`config.mk`:
```
export PLATFORM = sky130hd
export DESIGN_NAME = bram_port_arbiter
export DESIGN_NICKNAME = d
export VERILOG_FILES = /design/src/rtl/bram_arb_pkg.sv /design/src/rtl/bram_port_arbiter_picker.sv /design/src/rtl/bram_port_arbiter.sv
export SDC_FILE = /design/constraint.sdc
export NUM_CORES = 1
export LEC_CHECK = 0
export ABC_CLOCK_PERIOD_IN_PS = 4110
export BUFFER_PORTS_ARGS = -buffer_cell sky130_fd_sc_hd__buf_2
export CORE_AREA = 2 2 81 83
export DETAILED_ROUTE_END_ITERATION = 8
export DIE_AREA = 0 0 83 85
export PLACE_DENSITY_LB_ADDON = 0.1
export SLEW_MARGIN = 40
export SYNTH_ARGS = -nofsm -noshare
export SYNTH_HDL_FRONTEND = slang
export SYNTH_SLANG_ARGS = --single-unit
```
`constraint.sdc`:
```
create_clock -name clk -period 4.11 [get_ports clk]
set_clock_uncertainty 0.2 [all_clocks]
set_input_delay 0.2055 -clock clk [delete_from_list [all_inputs] [get_ports clk]]
set_output_delay 0.2055 -clock clk [all_outputs]
set_load 0.02 [all_outputs]
```
`src/rtl/bram_arb_pkg.sv`:
```
`default_nettype none
// ------------------------------------------------------------------
// bram_arb_pkg : shared types and rotate-priority helper for the BRAM arbiter
// Rev 1.0
// ------------------------------------------------------------------
package bram_arb_pkg;

  localparam int MAX_N = 8;

  typedef logic [MAX_N-1:0] req_vec_t;

  typedef enum logic [0:0] {
    IDLE  = 1'b0,
    BURST = 1'b1
  } arb_state_t;

  // One-hot first set bit of mask at or after ptr, wrapping within n bits.
  function automatic req_vec_t rr_pick(input req_vec_t mask, input logic [2:0] ptr, input int n);
    req_vec_t pick;
    logic     found;
    int       idx;
    pick  = '0;
    found = 1'b0;
    for (int k = 0; k < MAX_N; k++) begin
      idx = int'(ptr) + k;
      if (idx >= n) idx = idx - n;
      if ((k < n) && !found && mask[idx[2:0]]) begin
        pick[idx[2:0]] = 1'b1;
        found          = 1'b1;
      end
    end
    return pick;
  endfunction

endpackage
`default_nettype wire

```
`src/rtl/bram_port_arbiter_picker.sv`:
```
`default_nettype none
// ------------------------------------------------------------------
// rr_priority_picker : combinational N-wide rotating priority selector
// Rev 1.0
// ------------------------------------------------------------------
module rr_priority_picker
  import bram_arb_pkg::*;
#(
  parameter int N  = 2,
  parameter int PW = (N > 1) ? $clog2(N) : 1
) (
  input  logic [N-1:0]  mask,
  input  logic [PW-1:0] ptr,
  output logic [N-1:0]  grant
);

  req_vec_t mask_ext;
  req_vec_t pick;
  logic     unused_pick;

  always_comb begin
    mask_ext        = '0;
    mask_ext[N-1:0] = mask;
    pick            = rr_pick(mask_ext, 3'(ptr), N);
    grant           = pick[N-1:0];
  end

  // Bits above N are always zero; folded here so nothing dangles.
  assign unused_pick = ^pick;

endmodule
`default_nettype wire

```
`src/rtl/bram_port_arbiter.sv`:
```
`default_nettype none
// ------------------------------------------------------------------
// bram_port_arbiter : round-robin, burst-bounded sharing of one BRAM port
// Rev 1.0
// ------------------------------------------------------------------
module bram_port_arbiter
  import bram_arb_pkg::*;
#(
  parameter int  N         = 2,
  parameter int  W         = 32,
  parameter int  L         = 375,
  parameter int  MAX_BURST = 4,
  localparam int AW        = (L > 1) ? $clog2(L) : 1,
  localparam int CW        = W / 8
) (
  input  logic            clk,
  input  logic            rst_n,
  input  logic [N-1:0]    req_valid,
  output logic [N-1:0]    req_ready,
  input  logic [N-1:0]    req_we,
  input  logic [N*AW-1:0] req_addr,
  input  logic [N*CW-1:0] req_col,
  input  logic [N*W-1:0]  req_wdata,
  output logic [N-1:0]    rsp_valid,
  output logic [W-1:0]    rsp_data,
  output logic [AW-1:0]   ram_addr,
  output logic            ram_wr_ena,
  output logic [CW-1:0]   ram_col_ena,
  output logic [W-1:0]    ram_wr_data,
  input  logic [W-1:0]    ram_rd_data
);

  localparam int PW = (N > 1) ? $clog2(N) : 1;
  localparam int BW = $clog2(MAX_BURST + 1);

  arb_state_t    state;
  logic [PW-1:0] rr_ptr;
  logic [PW-1:0] owner;
  logic [BW-1:0] burst_cnt;
  logic [AW-1:0] last_addr;

  logic [N-1:0]  owner_oh;
  logic [N-1:0]  pick_mask;
  logic [N-1:0]  picked;
  logic [N-1:0]  grant;
  logic [PW-1:0] pick_ptr;
  logic [PW-1:0] next_ptr;
  logic [PW-1:0] sel;
  logic          owner_valid;
  logic          others_valid;
  logic          keep_owner;
  logic          any_grant;

  always_comb begin
    owner_oh     = N'(1) << owner;
    owner_valid  = |(req_valid & owner_oh);
    others_valid = |(req_valid & ~owner_oh);
    next_ptr     = (owner == PW'(N - 1)) ? '0 : owner + 1'b1;
    // Owner keeps the port until its quota runs out, unless nobody else is waiting.
    keep_owner   = (state == BURST) && owner_valid &&
                   ((burst_cnt < BW'(MAX_BURST)) || !others_valid);
    if (state == BURST) begin
      pick_mask = req_valid & ~owner_oh;
      pick_ptr  = next_ptr;
    end else begin
      pick_mask = req_valid;
      pick_ptr  = rr_ptr;
    end
  end

  rr_priority_picker #(
    .N  (N),
    .PW (PW)
  ) u_picker (
    .mask  (pick_mask),
    .ptr   (pick_ptr),
    .grant (picked)
  );

  always_comb begin
    if (!rst_n)          grant = '0;
    else if (keep_owner) grant = owner_oh;
    else                 grant = picked;

    sel = '0;
    for (int i = 0; i < N; i++) begin
      if (grant[i]) sel = PW'(i);
    end
    any_grant   = |grant;

    ram_addr    = any_grant ? req_addr[int'(sel)*AW +: AW] : last_addr;
    ram_wr_ena  = any_grant & req_we[sel];
    ram_col_ena = ram_wr_ena ? req_col[int'(sel)*CW +: CW] : '0;
    ram_wr_data = req_wdata[int'(sel)*W +: W];
  end

  assign req_ready = grant;
  assign rsp_data  = ram_rd_data;

  always_ff @(posedge clk) begin
    if (!rst_n) begin
      state     <= IDLE;
      rr_ptr    <= '0;
      owner     <= '0;
      burst_cnt <= '0;
      last_addr <= '0;
      rsp_valid <= '0;
    end else begin
      rsp_valid <= grant & ~req_we;
      if (any_grant) last_addr <= ram_addr;
      case (state)
        IDLE: begin
          if (any_grant) begin
            owner     <= sel;
            burst_cnt <= BW'(1);
            state     <= BURST;
          end
        end
        BURST: begin
          if (keep_owner) begin
            if (burst_cnt < BW'(MAX_BURST)) burst_cnt <= burst_cnt + 1'b1;
          end else if (any_grant) begin
            owner     <= sel;
            burst_cnt <= BW'(1);
            rr_ptr    <= next_ptr;
          end else begin
            state     <= IDLE;
            rr_ptr    <= next_ptr;
          end
        end
        default: state <= IDLE;
      endcase
    end
  end

endmodule
`default_nettype wire

```
# --- Word level (Yosys, flattened, before mapping) ---
# Index checks and enable logic that the tools add are counted.
word_totals:
  wordCells: 80
  output_inout_bits: 82
  in_bits: 128
  reg_bits: 17
op_classes:
  mul: 1
  n_reduce_logical: 12
  n_lt_le_gt_ge: 8
  mux: 33
  eq_ne: 2
  n_bitwise: 9
  shift: 4
  add_sub_neg: 5
ops:
  columns: ["cell", "n"]
  rows:
  - ["indexed part select 64 x 7 -> 32 bit", 1]
  - ["greater-or-equal comparator 32 x 3 -> 1 bit, second input constant", 1]
  - ["indexed part select 18 x 6 -> 9 bit", 1]
  - ["2-to-1 mux 3 bit", 5]
  - ["2-to-1 mux 1 bit", 14]
  - ["2-to-1 mux 2 bit", 5]
  - ["2-to-1 mux 9 bit", 1]
  - ["less-than comparator 3 x 4 -> 1 bit, second input constant", 2]
  - ["indexed part select 8 x 4 -> 4 bit", 1]
  - ["bitwise AND 2 bit", 3]
  - ["binary-select mux 1 bit (select 3 bit)", 2]
  - ["demux 1 bit (select 3 bit)", 2]
  - ["greater-or-equal comparator 3 x 1 -> 1 bit, second input constant", 2]
  - ["case mux 3 bit (2 select lines)", 1]
  - ["OR reduction 2 bit", 3]
  - ["logical AND 1 bit", 5]
  - ["multiplier 1 x 4 -> 5 bit, second input constant", 1]
  - ["2-to-1 mux 4 bit", 1]
  - ["NOT 2 bit", 2]
  - ["case mux 1 bit (2 select lines)", 2]
  - ["adder 3 x 1 -> 3 bit, second input constant", 1]
  - ["less-than comparator 3 bit, second input constant", 1]
  - ["!= test 3 x 2 -> 1 bit, second input constant", 1]
  - ["subtractor 1 x 2 -> 3 bit, second input constant", 1]
  - ["13 further kinds", 15]

# --- Logic depth before layout (Yosys ltp) ---
# Gate-level depths: netlist (run 1).
depth:
  depth_word: 19
  mapped_depth: 7
  ltp_nobuf: 5

# --- By module ---
# Synthesis (run 1) repeated with hierarchy kept, for this count alone.
hier_totals:
  cells_unflattened: 267
  area_unflattened_um2: 1809.2
modules_own_cells:
  columns: ["mod", "instances", "seq_area_each_um2", "area_per_inst_um2", "cells_per_inst"]
  rows:
  - ["bram_port_arbiter", 1, 340.3, 1790.5, 264]
  - ["rr_priority_picker", 1, 0.0, 18.8, 3]

# --- Least setup slack after synthesis (run 1) ---
# No wires, ideal clock.
synth_path:
  kind: "reg-to-output"
  startpoint: "register owner"
  endpoint: "output ram_addr[6]"
  required_ns: 3.704
  arrival_time_ns: 1.878
  path_slack_ns: 1.827
  path_stages_with_launch: 7
  n_path_buf: 2
  cell_sequence: "dfxtp_1 -> xnor2_1 -> a221o_1 -> buf_2 -> clkbuf_1 -> nor2_1 -> a221oi_1"
synth_between:
  elab_chain_cells: 18
  elab_cells_between_ends: 48
  classes_between: "add/sub: 4; mul: 1; order compare: 6; shift: 2; mux: 20; bitwise: 4; reduce/logical: 11"
synth_lines:
  columns: ["item", "line", "text"]
  rows:
  - ["start, declared", "bram_port_arbiter.sv:38", "logic [PW-1:0] owner;"]
  - ["start signal, assigned", "bram_port_arbiter.sv:114", "owner <= sel;"]
  - ["start signal, assigned", "bram_port_arbiter.sv:123", "owner <= sel;"]
  - ["adder 1 bit", "bram_port_arbiter.sv:58", "next_ptr = (owner == PW'(N - 1)) ? '0 : owner + 1'b1;"]
  - ["2-to-1 mux 1 bit", "bram_port_arbiter.sv:58", null]
  - ["2-to-1 mux 1 bit", "bram_port_arbiter.sv:62", "if (state == BURST) begin"]
  - ["adder 1 x 1 -> 2 bit (tied with other cells)", "bram_arb_pkg.sv:25", "idx = int'(ptr) + k;"]
  - ["greater-or-equal comparator 32 x 3 -> 1 bit (tied with other cells)", "bram_arb_pkg.sv:26", "if (idx >= n) idx = idx - n;"]
  - ["2-to-1 mux 3 bit (tied with other cells)", "bram_arb_pkg.sv:26", null]
  - ["less-than comparator 3 x 4 -> 1 bit (implied by the code) (tied with other cells)", "bram_arb_pkg.sv:28", "pick[idx[2:0]] = 1'b1;"]
  - ["logical AND 1 bit (implied by the code) / 2-to-1 mux 1 bit (equally long branches)", "bram_arb_pkg.sv:28", null]
  - ["[... 2 more ...]", null, null]
  - ["bitwise OR 2 bit (no line)", null, null]
  - ["2-to-1 mux 2 bit", "bram_arb_pkg.sv:27", "if ((k < n) && !found && mask[idx[2:0]]) begin"]
  - ["2-to-1 mux 2 bit (*)", "bram_port_arbiter.sv:82", "else if (keep_owner) grant = owner_oh;"]
  - ["2-to-1 mux 2 bit (*)", "bram_port_arbiter.sv:81", "if (!rst_n) grant = '0;"]
  - ["2-to-1 mux 1 bit", "bram_port_arbiter.sv:87", "if (grant[i]) sel = PW'(i);"]
  - ["multiplier 1 x 4 -> 5 bit", "bram_port_arbiter.sv:91", "ram_addr = any_grant ? req_addr[int'(sel)*AW +: AW] : last_addr;"]
  - ["indexed part select 18 x 6 -> 9 bit", "bram_port_arbiter.sv:91", null]
  - ["2-to-1 mux 9 bit (*)", "bram_port_arbiter.sv:91", null]
  - ["end, declared", "bram_port_arbiter.sv:26", "output logic [AW-1:0] ram_addr,"]
# Mark *: on every way between the ends. The rest lies on a longest branch, timed or not. The select of a mux whose other input is x is not followed.

# --- Worst setup path after layout (run 1) ---
layout_path:
  startpoint: "register state"
  endpoint: "output ram_wr_data[4]"
layout_between:
  elab_chain_cells: 14
  elab_cells_between_ends: 35
  classes_between: "add/sub: 3; order compare: 6; shift: 1; mux: 18; bitwise: 1; reduce/logical: 6"
layout_lines:
  columns: ["item", "line", "text"]
  rows:
  - ["start, declared", "bram_port_arbiter.sv:36", "arb_state_t state;"]
  - ["start signal, assigned", "bram_port_arbiter.sv:102", "state <= IDLE;"]
  - ["start signal, assigned", "bram_port_arbiter.sv:116", "state <= BURST;"]
  - ["start signal, assigned", "bram_port_arbiter.sv:127", "state <= IDLE;"]
  - ["2-to-1 mux 1 bit", "bram_port_arbiter.sv:62", null]
  - ["adder 1 x 1 -> 2 bit (tied with other cells)", "bram_arb_pkg.sv:25", null]
  - ["greater-or-equal comparator 32 x 3 -> 1 bit (tied with other cells)", "bram_arb_pkg.sv:26", null]
  - ["2-to-1 mux 3 bit (tied with other cells)", "bram_arb_pkg.sv:26", null]
  - ["less-than comparator 3 x 4 -> 1 bit (implied by the code) (tied with other cells)", "bram_arb_pkg.sv:28", null]
  - ["logical AND 1 bit (implied by the code) / 2-to-1 mux 1 bit (equally long branches)", "bram_arb_pkg.sv:28", null]
  - ["2-to-1 mux 1 bit (implied by the code) / demux 1 bit (select 3 bit) (equally long branches)", null, null]
  - ["demux 1 bit (select 3 bit) / 2-to-1 mux 2 bit (equally long branches)", null, null]
  - ["bitwise OR 2 bit (no line)", null, null]
  - ["2-to-1 mux 2 bit", "bram_arb_pkg.sv:27", null]
  - ["2-to-1 mux 2 bit (*)", "bram_port_arbiter.sv:82", null]
  - ["2-to-1 mux 2 bit (*)", "bram_port_arbiter.sv:81", null]
  - ["2-to-1 mux 1 bit (*)", "bram_port_arbiter.sv:87", null]
  - ["indexed part select 64 x 7 -> 32 bit (*)", "bram_port_arbiter.sv:94", "ram_wr_data = req_wdata[int'(sel)*W +: W];"]
  - ["end, declared", "bram_port_arbiter.sv:29", "output logic [W-1:0] ram_wr_data,"]
# Marked as above.

==> summary.md, run 1 <==
| Metric | Value |
|---|---|
| Status | `finished clean` |
| # hold bufs at CTS | `1` |
| Max Slew Vio Count | `0` |
| GRT Util Overall | `between 15 and 20%` |
| DR WL/cell | `14.7 um` |
| Total die area | `0.00706 mm^2` |
| Clock network power share | `a little over a fifth` |
| Initial antenna violation count | `0` |
| WHS Endpoint | `rsp_valid[0]$_SDFF_PN0_` |
| Syn Nets | `343` |
| Number of port buffers | `145` |
| Vias | `1,849` |
| Sw frac | `37.5%` |
| Sequential-to-total area share from yosys stat | `18.0%` |
| Worst R2R Start | `owner$_SDFFE_PN0P_` |
| # setup viols final | `0` |
| Final Hold Fails | `0` |
| Ys flop type | `dfxtp_1` |
| CTS resizes | `0` |
| ANT nets after route | `0` |
| Hold_sp | `req_we[0]` |
| Worst hold path class | `in -> reg` |
| Share of layout cells above drive strength 1 | `59.3%` |
| Final net count | `447` |
| Remaining global-route overflow | `0` |
| CTS tree | `yes` |
| Die height | `between 80 and 90 um` |
| Dpl ws | `between 1.5 and 2 ns` |
| Seq pwr share | `between 30 and 40%` |
| Synth Instances | `214` |
| Vias in the first global route | `1,699` |
| Tmin final | `2.79 ns` |
| Unrepaired setup endpoints after global routing | `false` |
| Longest Clk Path Bufs | `2` |
| Crit Path Category | `reg -> out` |
| CTS H-tree depth | `1` |
| Detailed Place HPWL | `4.72 mm` |
| CP arrival | `2.38 ns` |
| Area growth syn-to-layout | `29.3%` |
| CTS Buf Count | `3` |
| Slowest cell on the critical path | `a221oi_4` |
| Starting DRT DRC Count | `41` |
| Mean Syn Cell Area | `around 8.8 um^2` |
| FF/Latch Area | `340 um^2` |
| P_sw | `0.230 mW` |
| I/O pin count | `210` |
| R2R setup slack | `1.95 ns` |
| Number of detailed-route iterations in the first pass | `4` |
| Die W | `~83 um` |
| Internal | `0.383 mW` |
| Final setup TNS | `0 ns` |
| Final period util | `about 68%` |
| Maxcap violations | `0` |
| Power density cells | `251 mW/mm^2` |
| Leak | `1.31 nW` |
| CP max stage delay | `0.51 ns` |
| Post-CTS Setup Repair Bufs | `0` |
| Multi-input logic area | `around 0.0012 mm^2` |
| Row count | `29` |
| WL final | `5.79 mm` |
| Number of distinct library cells after synthesis | `31` |
| Worst Path Required | `3.70 ns` |
| CP Launch Type | `register` |
| Worst-margin pin slew | `0.796 ns` |
| Clk sink count | `17` |
| Initial core utilization | `between 30 and 40%` |
| DR vias/cell | `4.69` |
| R2R depth | `5` |
| CP endpoint kind | `primary output` |
| Fill cells | `651` |
| Total core area | `0.00620 mm^2` |
| Final hold slack | `~0.02 ns` |
| Residual DRC | `0` |
| Relative slew slack | `between 40 and 50%` |
| # diodes | `0` |
| Post-Syn Area | `0.00189 mm^2` |
| Number of synthesized register bits | `17` |
| Clock transition at path regs | `0.07 ns` |
| Clock root buffer | `clkbuf_8` |
| Synth warn | `0` |
| R2r endpoint | `rsp_valid[0]$_SDFF_PN0_` |
| VDD IR max | `~0.090 mV` |
| CP max FO | `34` |
| Worst path cell trace | `nor2_1 -> a221oi_4 -> nand2_4 -> mux2_4 -> buf_2` |
| GP Congestion | `0.710` |
| PnR worst setup slack | `1.32 ns` |
| Post-synth EDFFs | `0` |
| Fmax | `0.359 GHz` |
| Fraction of registers with async set/reset | `0%` |
| Clock Latency Late Sink | `0.26 ns` |
| Hold path depth | `2` |
| Power share of the combinational group | `~48%` |
| Final Util | `between 30% and 40%` |
| Largest net degree at the start of global routing | `41` |
| First-pass GRT wire length | `between 8 and 9 mm` |
[final cells by class]
class / instances / area share, %
Tap cell: 77 / 3.94
Clock buffer: 3 / 1.69
Inverter: 3 / 0.460
Timing Repair Buffer: 146 / 30.1
Multi-Input combinational cell: 147 / 49.6
Clock inverter: 1 / 0.307
Sequential cell: 17 / 13.9
[worst max-delay path: cells and delay by family (launching register included)]
family / cells / cell delay [ns]
compound gates: 1 / 0.51
buf+inv: 1 / 0.16
flops: 1 / 0.44
mux: 1 / 0.44
simple gates: 2 / 0.56
[how the worst max path moves through the flow]
stage	startpoint	end	slack [ns]	cells past startpoint
after floorplan	owner$_SDFFE_PN0P_	ram_addr[6]	1.83	6
after global placement	owner$_SDFFE_PN0P_	ram_addr[3]	1.58	5
after detailed placement	state$_SDFF_PN0_	ram_wr_data[4]	1.59	5
after CTS	state$_SDFF_PN0_	ram_wr_data[4]	1.29	5
after global routing	state$_SDFF_PN0_	ram_wr_data[29]	1.13	5
final	state$_SDFF_PN0_	ram_wr_data[4]	1.32	5
[cell usage in the layout (no fill, tap or decap), types with 2 or more instances in the layout]
| cell | count |
|---|---|
| nor2_1 | 21 |
| mux2i_1 | 11 |
| dfxtp_1 | 17 |
| and2_1 | 5 |
| nand2_1 | 4 |
| a22oi_1 | 2 |
| clkbuf_8 | 3 |
| nor2b_1 | 14 |
| a21boi_0 | 7 |
| mux2_4 | 28 |
| a21oi_1 | 9 |
| buf_2 | 145 |
| mux2_2 | 5 |
| nand3_1 | 8 |
| a221oi_1 | 9 |
| inv_1 | 3 |
| o21ai_0 | 13 |
[cells in the mapped netlist (2+ instances only)]
| library cell | n | area share (%) |
|---|---|---|
| a21boi_0 | 7 | 2.8 |
| a21oi_1 | 9 | 2.4 |
| a221oi_1 | 9 | 4.2 |
| a22oi_1 | 2 | 0.79 |
| and2_1 | 5 | 1.7 |
| buf_2 | 3 | 0.79 |
| buf_4 | 33 | 13 |
| buf_6 | 3 | 1.8 |
| clkbuf_1 | 7 | 1.4 |
| dfxtp_1 | 17 | 18 |
| inv_1 | 3 | 0.60 |
| mux2_2 | 5 | 3.0 |
| mux2_4 | 28 | 22 |
| mux2i_1 | 11 | 5.8 |
| nand2_1 | 4 | 0.79 |
| nand3_1 | 8 | 2.1 |
| nor2_1 | 21 | 4.2 |
| nor2b_1 | 14 | 4.6 |
| o21ai_0 | 13 | 3.4 |
[routing by layer]
metal	track usage, %	routed length (um)	vias up
met5	0	0	-
met4	3.87	54	0
met3	6.13	620	15
met2	25.1	2720	105
met1	18.2	2390	803
li1	-	-	926
[flip-flops by register name, indices dropped and copies added, names as in the netlist]
name,cells
burst_cnt,3
last_addr,9
owner,1
rr_ptr,1
rsp_valid,2
state,1
[kinds of logic after synthesis]
group / Yosys count / synth area share, %
xor gates and xnor gates: 1 / 0.463
adders and majority gates: 1 / 0.661
DFF: 17 / 18.0
AOI/OAI and AO/OA: 46 / 17.3
and+or+nand+nor: 55 / 14.6
buffers and inverters: 50 / 17.9
muxes: 44 / 31.0
[power groups by stage]
stage          registers, mW  logic [mW]  clock network, mW
2_1_floorplan          0.190       0.239                  0
3_3_place_gp           0.191       0.294                  0
3_5_place_dp           0.191       0.294                  0
4_1_cts                0.187       0.296              0.142
5_1_grt                0.189       0.316              0.151
6_report               0.187       0.292              0.134
[per-stage QoR]
step / cells / cell area, um^2 / power, mW
final: 394 / 2450 / 0.613
after global routing: 394 / 2450 / 0.656
after CTS: 394 / 2440 / 0.624
after detailed placement: 389 / 2390 / 0.485
after global placement: 389 / 2390 / 0.485
after floorplan: 214 / 1890 / 0.429
Power figures use the tool's default switching activity.
==> run 2: changes to the inputs <==
--- a/config.mk
+++ b/config.mk
@@ -5,7 +5,8 @@
 export SDC_FILE = /design/constraint.sdc
 export NUM_CORES = 1
 export LEC_CHECK = 0
-export ABC_CLOCK_PERIOD_IN_PS = 4110
+export ABC_AREA = 1
+export ABC_CLOCK_PERIOD_IN_PS = 2200
 export BUFFER_PORTS_ARGS = -buffer_cell sky130_fd_sc_hd__buf_2
 export CORE_AREA = 2 2 81 83
 export DETAILED_ROUTE_END_ITERATION = 8
==> constraint.sdc (replaced) <==
create_clock -name clk -period 2.2 [get_ports clk]
set_clock_uncertainty 0.2 [all_clocks]
set_input_delay 0.11 -clock clk [delete_from_list [all_inputs] [get_ports clk]]
set_output_delay 0.11 -clock clk [all_outputs]
set_load 0.02 [all_outputs]
==> run 2 against run 1 <==
Effect of this change:
- sequential cell count stayed put
- critical path depth is 8 higher
- die area stayed put
- cell area is 30% higher
- via count is 24% higher
- utilization is 12 points higher
- the flow now finishes with violations (setup timing)
- sequential power is 120% higher
==> summary.md, run 2 <==
| Metric | Value |
|---|---|
| CTS tree | `yes` |
| Largest regs | `last_addr: 9 flops, burst_cnt: 3 flops, rsp_valid: 2 flops` |
| Residual DRC | `0 (unchanged)` |
| Ys flop type | `dfxtp_1` |
| Unrepaired setup endpoints after global routing | `true` |
| Tmin final | `2.21 ns` |
| Most frequent cells in the layout | `buf_2, nand2_1, buf_6, inv_1, nand2_2` |
| I/O pin count | `210 (unchanged)` |
| Die W | `83 um (unchanged)` |
| Failing checks | `setup timing` |
| Number of detailed-route iterations in the first pass | `6 (+2)` |
| Total die area | `0.00706 mm^2 (unchanged)` |
| CP arrival | `1.90 ns (-0.48 ns)` |
| Final Hold Fails | `0 (unchanged)` |
| Synth Area in Simple Gates | `48.2% (+34 points)` |
| Buffer and inverter count on the worst path | `5 (+4)` |
| Leak | `1.86 nW (+41%)` |
| Row count | `29 (unchanged)` |
| CP endpoint kind | `primary output` |
| Max Slew Vio Count | `0 (unchanged)` |
| Relative slew slack | `73.5% (+27 points)` |
| CP max stage delay | `0.37 ns (-0.14 ns)` |
| CP Launch Type | `register` |
| Number of distinct library cells after synthesis | `21 (-32%)` |
| Main combinational cell family by area after synthesis | `simple AND/OR/NAND/NOR gates` |
| Dpl ws | `0.136 ns (-1.45 ns)` |
| Longest Clk Path Bufs | `2 (unchanged)` |
| Detailed Place HPWL | `4.50 mm (-4.7%)` |
| Worst hold path class | `in -> out` |
| Clock Latency Late Sink | `0.26 ns (about the same)` |
| Max reg flops | `9 (unchanged)` |
| GRT Util Overall | `15.8% (+0.64 points)` |
| Clock transition at path regs | `0.07 ns (about the same)` |
| Cell with the most instances after synthesis | `nand2_1` |
| Status | `finished, violations left` |
| # setup viols final | `1 (+1)` |
| Post-Syn Area | `0.00169 mm^2 (-11%)` |
| Complex-gate fraction of the synthesized area | `3.26% (-14 points)` |
| Adder-cell share of the synthesized area | `0.741% (+0.080 points)` |
| Worst Path Required | `1.89 ns (-1.81 ns)` |
| Commonest non-fill, non-tap cell in the layout | `buf_2` |
| Fill cells | `620 (-4.8%)` |
| CP top delay family | `simple AND/OR/NAND/NOR gates` |
| Vias | `2,295 (+24%)` |
| Synth Instances | `306 (+43%)` |
| Worst-margin pin slew | `0.398 ns (-0.398 ns)` |
| Mux share of post-synthesis cell area | `0% (-31 points)` |
| Largest net degree at the start of global routing | `20 (-51%)` |
| Die height | `85 um (unchanged)` |
| Top cells by count, synth | `nand2_1, buf_4, nor2_1` |
| GP Congestion | `0.847 (+19%)` |
| Power density cells | `760 mW/mm^2 (+200%)` |
| VDD IR max | `0.319 mV (+250%)` |
| # diodes | `0 (unchanged)` |
| DR WL/cell | `12.9 um (-12%)` |
| Worst path cell trace | `inv_4 -> nand3_4 -> nand2_4 -> nand2_4 -> nand2_4 -> nand3_4 -> inv_6 -> buf_12 -> nand2_1 -> nand2_1 -> inv_2 -> nor2_2 -> buf_6` |
| Vias in the first global route | `2,026 (+19%)` |
| Initial core utilization | `27.2% (-3.3 points)` |
| Sequential-to-total area share from yosys stat | `20.2% (+2.2 points)` |
| Maxcap violations | `0 (unchanged)` |
| Mean Syn Cell Area | `5.52 um^2 (-38%)` |
| Post-synthesis xor/xnor area fraction | `0% (-0.46 points)` |
| Total core area | `0.00620 mm^2 (unchanged)` |
| CP dominant cell by count | `nand2_4` |
| Slowest cell on the critical path | `dfxtp_4` |
| Area leader, netlist | `nand2_1` |
| Area share of the largest cell type after synthesis | `30.7% (+8.5 points)` |
| Number of port buffers | `145 (unchanged)` |
| Biggest register | `last_addr` |
| Final period util | `100%` |
| Initial antenna violation count | `1 (+1)` |
| PnR worst setup slack | `-0.00785 ns (-1.33 ns)` |
| Fraction of registers with async set/reset | `0% (unchanged)` |
| WL final | `6.68 mm (+15%)` |
| Synth warn | `0 (unchanged)` |
| Clk sink count | `17 (unchanged)` |
| Post-synth EDFFs | `0 (unchanged)` |
| DR vias/cell | `4.43 (-5.6%)` |
| ANT nets after route | `0 (unchanged)` |
| Final hold slack | `0.0200 ns (-0.0000148 ns)` |
| Remaining global-route overflow | `0 (unchanged)` |
| Starting DRT DRC Count | `53 (+29%)` |
| Fmax | `0.453 GHz` |
| Number of synthesized register bits | `17 (unchanged)` |
| First-pass GRT wire length | `9.14 mm (+4.0%)` |
| CTS Buf Count | `3 (unchanged)` |
| Syn Nets | `435 (+27%)` |
| Area growth syn-to-layout | `87.8%` |
| Crit Path Category | `reg -> out` |
| Final net count | `571 (+28%)` |
| Clock root buffer | `clkbuf_8` |
| CTS H-tree depth | `1 (unchanged)` |
| Area contributors post-synth | `nand2_1, dfxtp_1, buf_4, nor2_1, inv_1` |
| Share of layout cells above drive strength 1 | `56.2% (-3.1 points)` |
| CP max FO | `8 (-76%)` |
## run 2: cell count changes after synthesis, sizes merged, moves of 14 or more
| cell | before | now |
|---|---|---|
| inv | 3 | 35 |
| mux2 | 33 | 0 |
| nand2 | 5 | 143 |
| nor2 | 21 | 35 |
| nor2b | 14 | 0 |
## run 2: timing repair
| item | in CTS | in global routing |
|---|---|---|
| buffers inserted | 4 | 8 |
| pin swaps | 2 | 24 |
| hold buffers | 11 | 0 |
| setup endpoints to repair | 17 | 47 |
| hold endpoints to repair | 11 | 0 |
| gates cloned | 2 | 4 |
| gates resized for setup | 31 | 155 |
## run 2: per-stage QoR
stage / total power [mW] / area (um^2) / setup TNS [ns] / instances / util (%)
after floorplan: 1.28 / 1690 / 0 / 306 / -
after global placement: 1.55 / 2220 / 0 / 486 / 35.7
after detailed placement: 1.55 / 2220 / 0 / 486 / 35.7
after CTS: 1.98 / 2560 / -0.498 / 507 / 41.3
after global routing: 2.58 / 3170 / -2.60 / 518 / 51.1
final: 2.41 / 3170 / -0.00785 / 518 / 51.1
## run 2: path summary, 6_finish.rpt
path / start / endpoint / slack [ns] / cells after the start
worst max-delay path: owner$_SDFFE_PN0P_ / ram_col_ena[3] / -0.008 / 13
worst min-delay path: ram_rd_data[16] / rsp_data[16] / 0.02 / 0
worst max register to register: owner$_SDFFE_PN0P_ / last_addr[6]$_SDFFE_PN0P_ / 0.45 / 12
worst min register to register: rr_ptr$_SDFFE_PN0P_ / rr_ptr$_SDFFE_PN0P_ / 0.33 / 2
## run 2: cell families (layout without fill, tap and decap cells)
group | count (synthesis) | in the layout
adder cells (fa/ha/maj) | 1 | 1
AO/OA/AOI/OAI | 10 | 10
flip-flops | 17 | 17
buffers and inverters | 81 | 216
AND/OR/NAND/NOR | 197 | 197
## run 2: layout make-up
cell class                 instances  area (um^2)  area share, %
tap                               77         96.3           3.04
inverter                          35          139           4.38
sequential                        17          348           11.0
timing repair buffer             177         1350           42.6
multi-input combinational        208         1190           37.6
clock buffer                       4         45.0           1.42
## run 2: power by group
group	switching [mW]	internal, mW	total (mW)
clock	0.110	0.129	0.239
sequential	0.0412	0.372	0.413
combinational	0.962	0.797	1.76
## run 2: layer usage
layer | wire [um] | vias up | part of all wire [%] | track usage, %
met5 | 13 | - | 0.19 | 0
met4 | 96 | 2 | 1.4 | 3.58
met3 | 567 | 11 | 8.5 | 5.54
met2 | 3480 | 138 | 52 | 28.7
met1 | 2520 | 989 | 38 | 17.7
li1 | - | 1155 | - | -
==> run 3: changes to the inputs <==
--- a/config.mk
+++ b/config.mk
@@ -8,9 +8,10 @@
 export ABC_AREA = 1
 export ABC_CLOCK_PERIOD_IN_PS = 2200
 export BUFFER_PORTS_ARGS = -buffer_cell sky130_fd_sc_hd__buf_2
-export CORE_AREA = 2 2 81 83
+export CORE_AREA = 2 2 93 68
 export DETAILED_ROUTE_END_ITERATION = 8
-export DIE_AREA = 0 0 83 85
+export DIE_AREA = 0 0 95 70
+export GPL_TIMING_DRIVEN = 0
 export PLACE_DENSITY_LB_ADDON = 0.1
 export SLEW_MARGIN = 40
 export SYNTH_ARGS = -nofsm -noshare
==> run 3 against run 2 <==
Effect of this change:
- the run still ends with setup timing left
- global-route usage increased by 1.7 points
- power increased by 4.5%
- sequential share of layout area decreased by 1.2 points
- critical path depth decreased by 1
- maximum frequency decreased by 0.32%
- register-to-register slack got worse by 0.14 ns
- worst setup slack got worse by 0.0071 ns
- first-iteration DRC count increased by 40%
- clock-buffer cell count decreased by 1
- combinational power increased by 7%
- utilization increased by 8.1 points
- cell area increased by 11%
- largest cell class unchanged
==> summary.md, run 3 (synthesis results as in run 2) <==
| Metric | Value |
|---|---|
| Status | `finished, violations left` |
| Failing checks | `setup timing` |
| CTS tree | `yes` |
| Clock transition at path regs | `0.07 ns (about the same)` |
| Largest net degree at the start of global routing | `11 (-45%)` |
| WL final | `6.74 mm (+0.97%)` |
| Commonest non-fill, non-tap cell in the layout | `buf_2` |
| Share of layout cells above drive strength 1 | `56.6% (+0.41 points)` |
| Residual DRC | `0 (unchanged)` |
| Fin cells | `597 (+15%)` |
| Leak | `2.07 nW (+12%)` |
| Max Slew Vio Count | `0 (unchanged)` |
| ANT nets after route | `0 (unchanged)` |
| DR vias/cell | `4.16 (-6.0%)` |
| Unrepaired setup endpoints after global routing | `true` |
| Final hold slack | `0.0187 ns (-0.00130 ns)` |
| GP Congestion | `0.786 (-7.2%)` |
| Relative slew slack | `66.7% (-6.8 points)` |
| GRT Util Overall | `17.4% (+1.7 points)` |
| Vias | `2,485 (+8.3%)` |
| Clk sink count | `17 (unchanged)` |
| Internal | `1.37 mW (+5.9%)` |
| Number of detailed-route iterations in the first pass | `4 (-2)` |
| Vias in the first global route | `2,038 (+0.59%)` |
| Sw frac | `45.5% (-0.71 points)` |
| Post-route cell area | `0.00350 mm^2 (+11%)` |
| Total core area | `0.00592 mm^2 (-4.7%)` |
| Max reg flops | `9 (unchanged)` |
| CP arrival | `1.90 ns (about the same)` |
| Crit Path Category | `reg -> out` |
| CP Launch Type | `register` |
| I/O pin count | `210 (unchanged)` |
| Clock root buffer | `clkbuf_8` |
| Starting DRT DRC Count | `74 (+40%)` |
| Initial antenna violation count | `0 (-1)` |
| Maxcap violations | `0 (unchanged)` |
| Dpl ws | `0.107 ns (-0.0296 ns)` |
| Worst-margin pin slew | `0.500 ns (+0.102 ns)` |
| Longest Clk Path Bufs | `2 (unchanged)` |
| Number of port buffers | `177 (+22%)` |
| Detailed Place HPWL | `4.90 mm (+8.9%)` |
| PnR worst setup slack | `-0.0150 ns (-0.00713 ns)` |
| Biggest register | `last_addr` |
| Row count | `24 (-17%)` |
| Initial core utilization | `28.5% (+1.3 points)` |
| First-pass GRT wire length | `9.31 mm (+1.8%)` |
| CTS Buf Count | `3 (unchanged)` |
| Tmin final | `2.21 ns (+0.00713 ns)` |
| Fill cells | `576 (-7.1%)` |
| Clock network power share | `9.4% (-0.5 points)` |
| Fmax | `0.451 GHz (-0.32%)` |
| Worst Path Required | `1.89 ns (about the same)` |
| Clock Latency Late Sink | `0.25 ns (about the same)` |
| CTS H-tree depth | `1 (unchanged)` |
| DR WL/cell | `11.3 um (-12%)` |
| # diodes | `0 (unchanged)` |
| Area after DPL | `0.00267 mm^2 (+20%)` |
| Worst hold path class | `in -> reg` |
| Most frequent cells in the layout | `buf_2, nand2_1, buf_4, buf_6, inv_1` |
| Final net count | `649 (+14%)` |
| Placed Cells | `561 (+15%)` |
| Total die area | `0.00665 mm^2 (-5.7%)` |
| Power density cells | `719 mW/mm^2 (-5.4%)` |
| CP endpoint kind | `primary output` |
| Final Hold Fails | `0 (unchanged)` |
| Remaining global-route overflow | `0 (unchanged)` |
| # setup viols final | `3 (+2)` |
| Seq pwr share | `16.0% (-1.1 points)` |
| CP max FO | `7 (-1)` |
| Power share of the combinational group | `74.6% (+1.6 points)` |
| Area growth syn-to-layout | `108%` |
| VDD IR max | `0.357 mV (+12%)` |
| Die height | `70 um (-18%)` |
| Die W | `95 um (+14%)` |
| Final setup TNS | `-0.0265 ns (-0.0186 ns)` |
| Final Power | `2.52 mW (+4.5%)` |
| Final Util | `59.2% (+8.1 points)` |
| Final period util | `101% (+0.32 points)` |
| Largest regs | `last_addr: 9 flops, burst_cnt: 3 flops, rsp_valid: 2 flops` |
| P_sw | `1.15 mW (+2.9%)` |
run 3: layer usage:
layer / vias to the layer above / part of all wire (%) / GRT usage, %
li1: 1310 / - / -
met1: 1076 / 43 / 23.0
met2: 99 / 49 / 30.0
met3: 0 / 8.0 / 3.99
met4: 0 / 0 / 1.45
met5: - / 0 / 0
run 3: path summary, 6_finish.rpt:
kind	startpoint	end	cells after the start	slack (ns)
worst min register to register	rr_ptr$_SDFFE_PN0P_	rr_ptr$_SDFFE_PN0P_	2	0.31
worst max-delay path	owner$_SDFFE_PN0P_	ram_col_ena[2]	12	-0.01
worst min-delay path	rst_n	rr_ptr$_SDFFE_PN0P_	3	0.02
worst max register to register	owner$_SDFFE_PN0P_	last_addr[7]$_SDFFE_PN0P_	14	0.31
run 3: power groups by stage:
stage,clock network (mW),registers (mW),logic (mW)
after floorplan,0,0.400,0.881
after global routing,0.261,0.411,2.04
after global placement,0,0.399,1.30
after detailed placement,0,0.400,1.31
after CTS,0.245,0.397,1.50
final,0.237,0.403,1.88
run 3: worst max-delay path, stage by stage, from the launching register on:
cell     delay, ns
dfxtp_2       0.32
buf_6         0.14
inv_8         0.07
nand3_4       0.06
nand2_4       0.12
nand2_8       0.09
nand2_4       0.08
nand3_4       0.11
buf_6         0.14
or2_4         0.24
nand3_4       0.08
nor2_1        0.06
buf_4         0.15
run 3: cell type report:
| type | instances | area [um^2] | area share, % |
|---|---|---|---|
| Sequential cell | 17 | 343 | 9.78 |
| Clock buffer | 3 | 41.3 | 1.18 |
| Multi-Input combinational cell | 208 | 1070 | 30.7 |
| Timing Repair Buffer | 209 | 1410 | 40.2 |
| Tap cell | 78 | 97.6 | 2.78 |
| Clock inverter | 1 | 5.00 | 0.143 |
| Inverter | 35 | 141 | 4.03 |
| Buffer | 46 | 392 | 11.2 |
run 3: what timing repair did:
action,CTS,global route
setup endpoints to repair,45,47
cloned,1,1
setup buffers,9,10
resized for setup,43,111
hold buffers,11,0
pin swaps,5,7
endpoints found under the hold margin,11,0
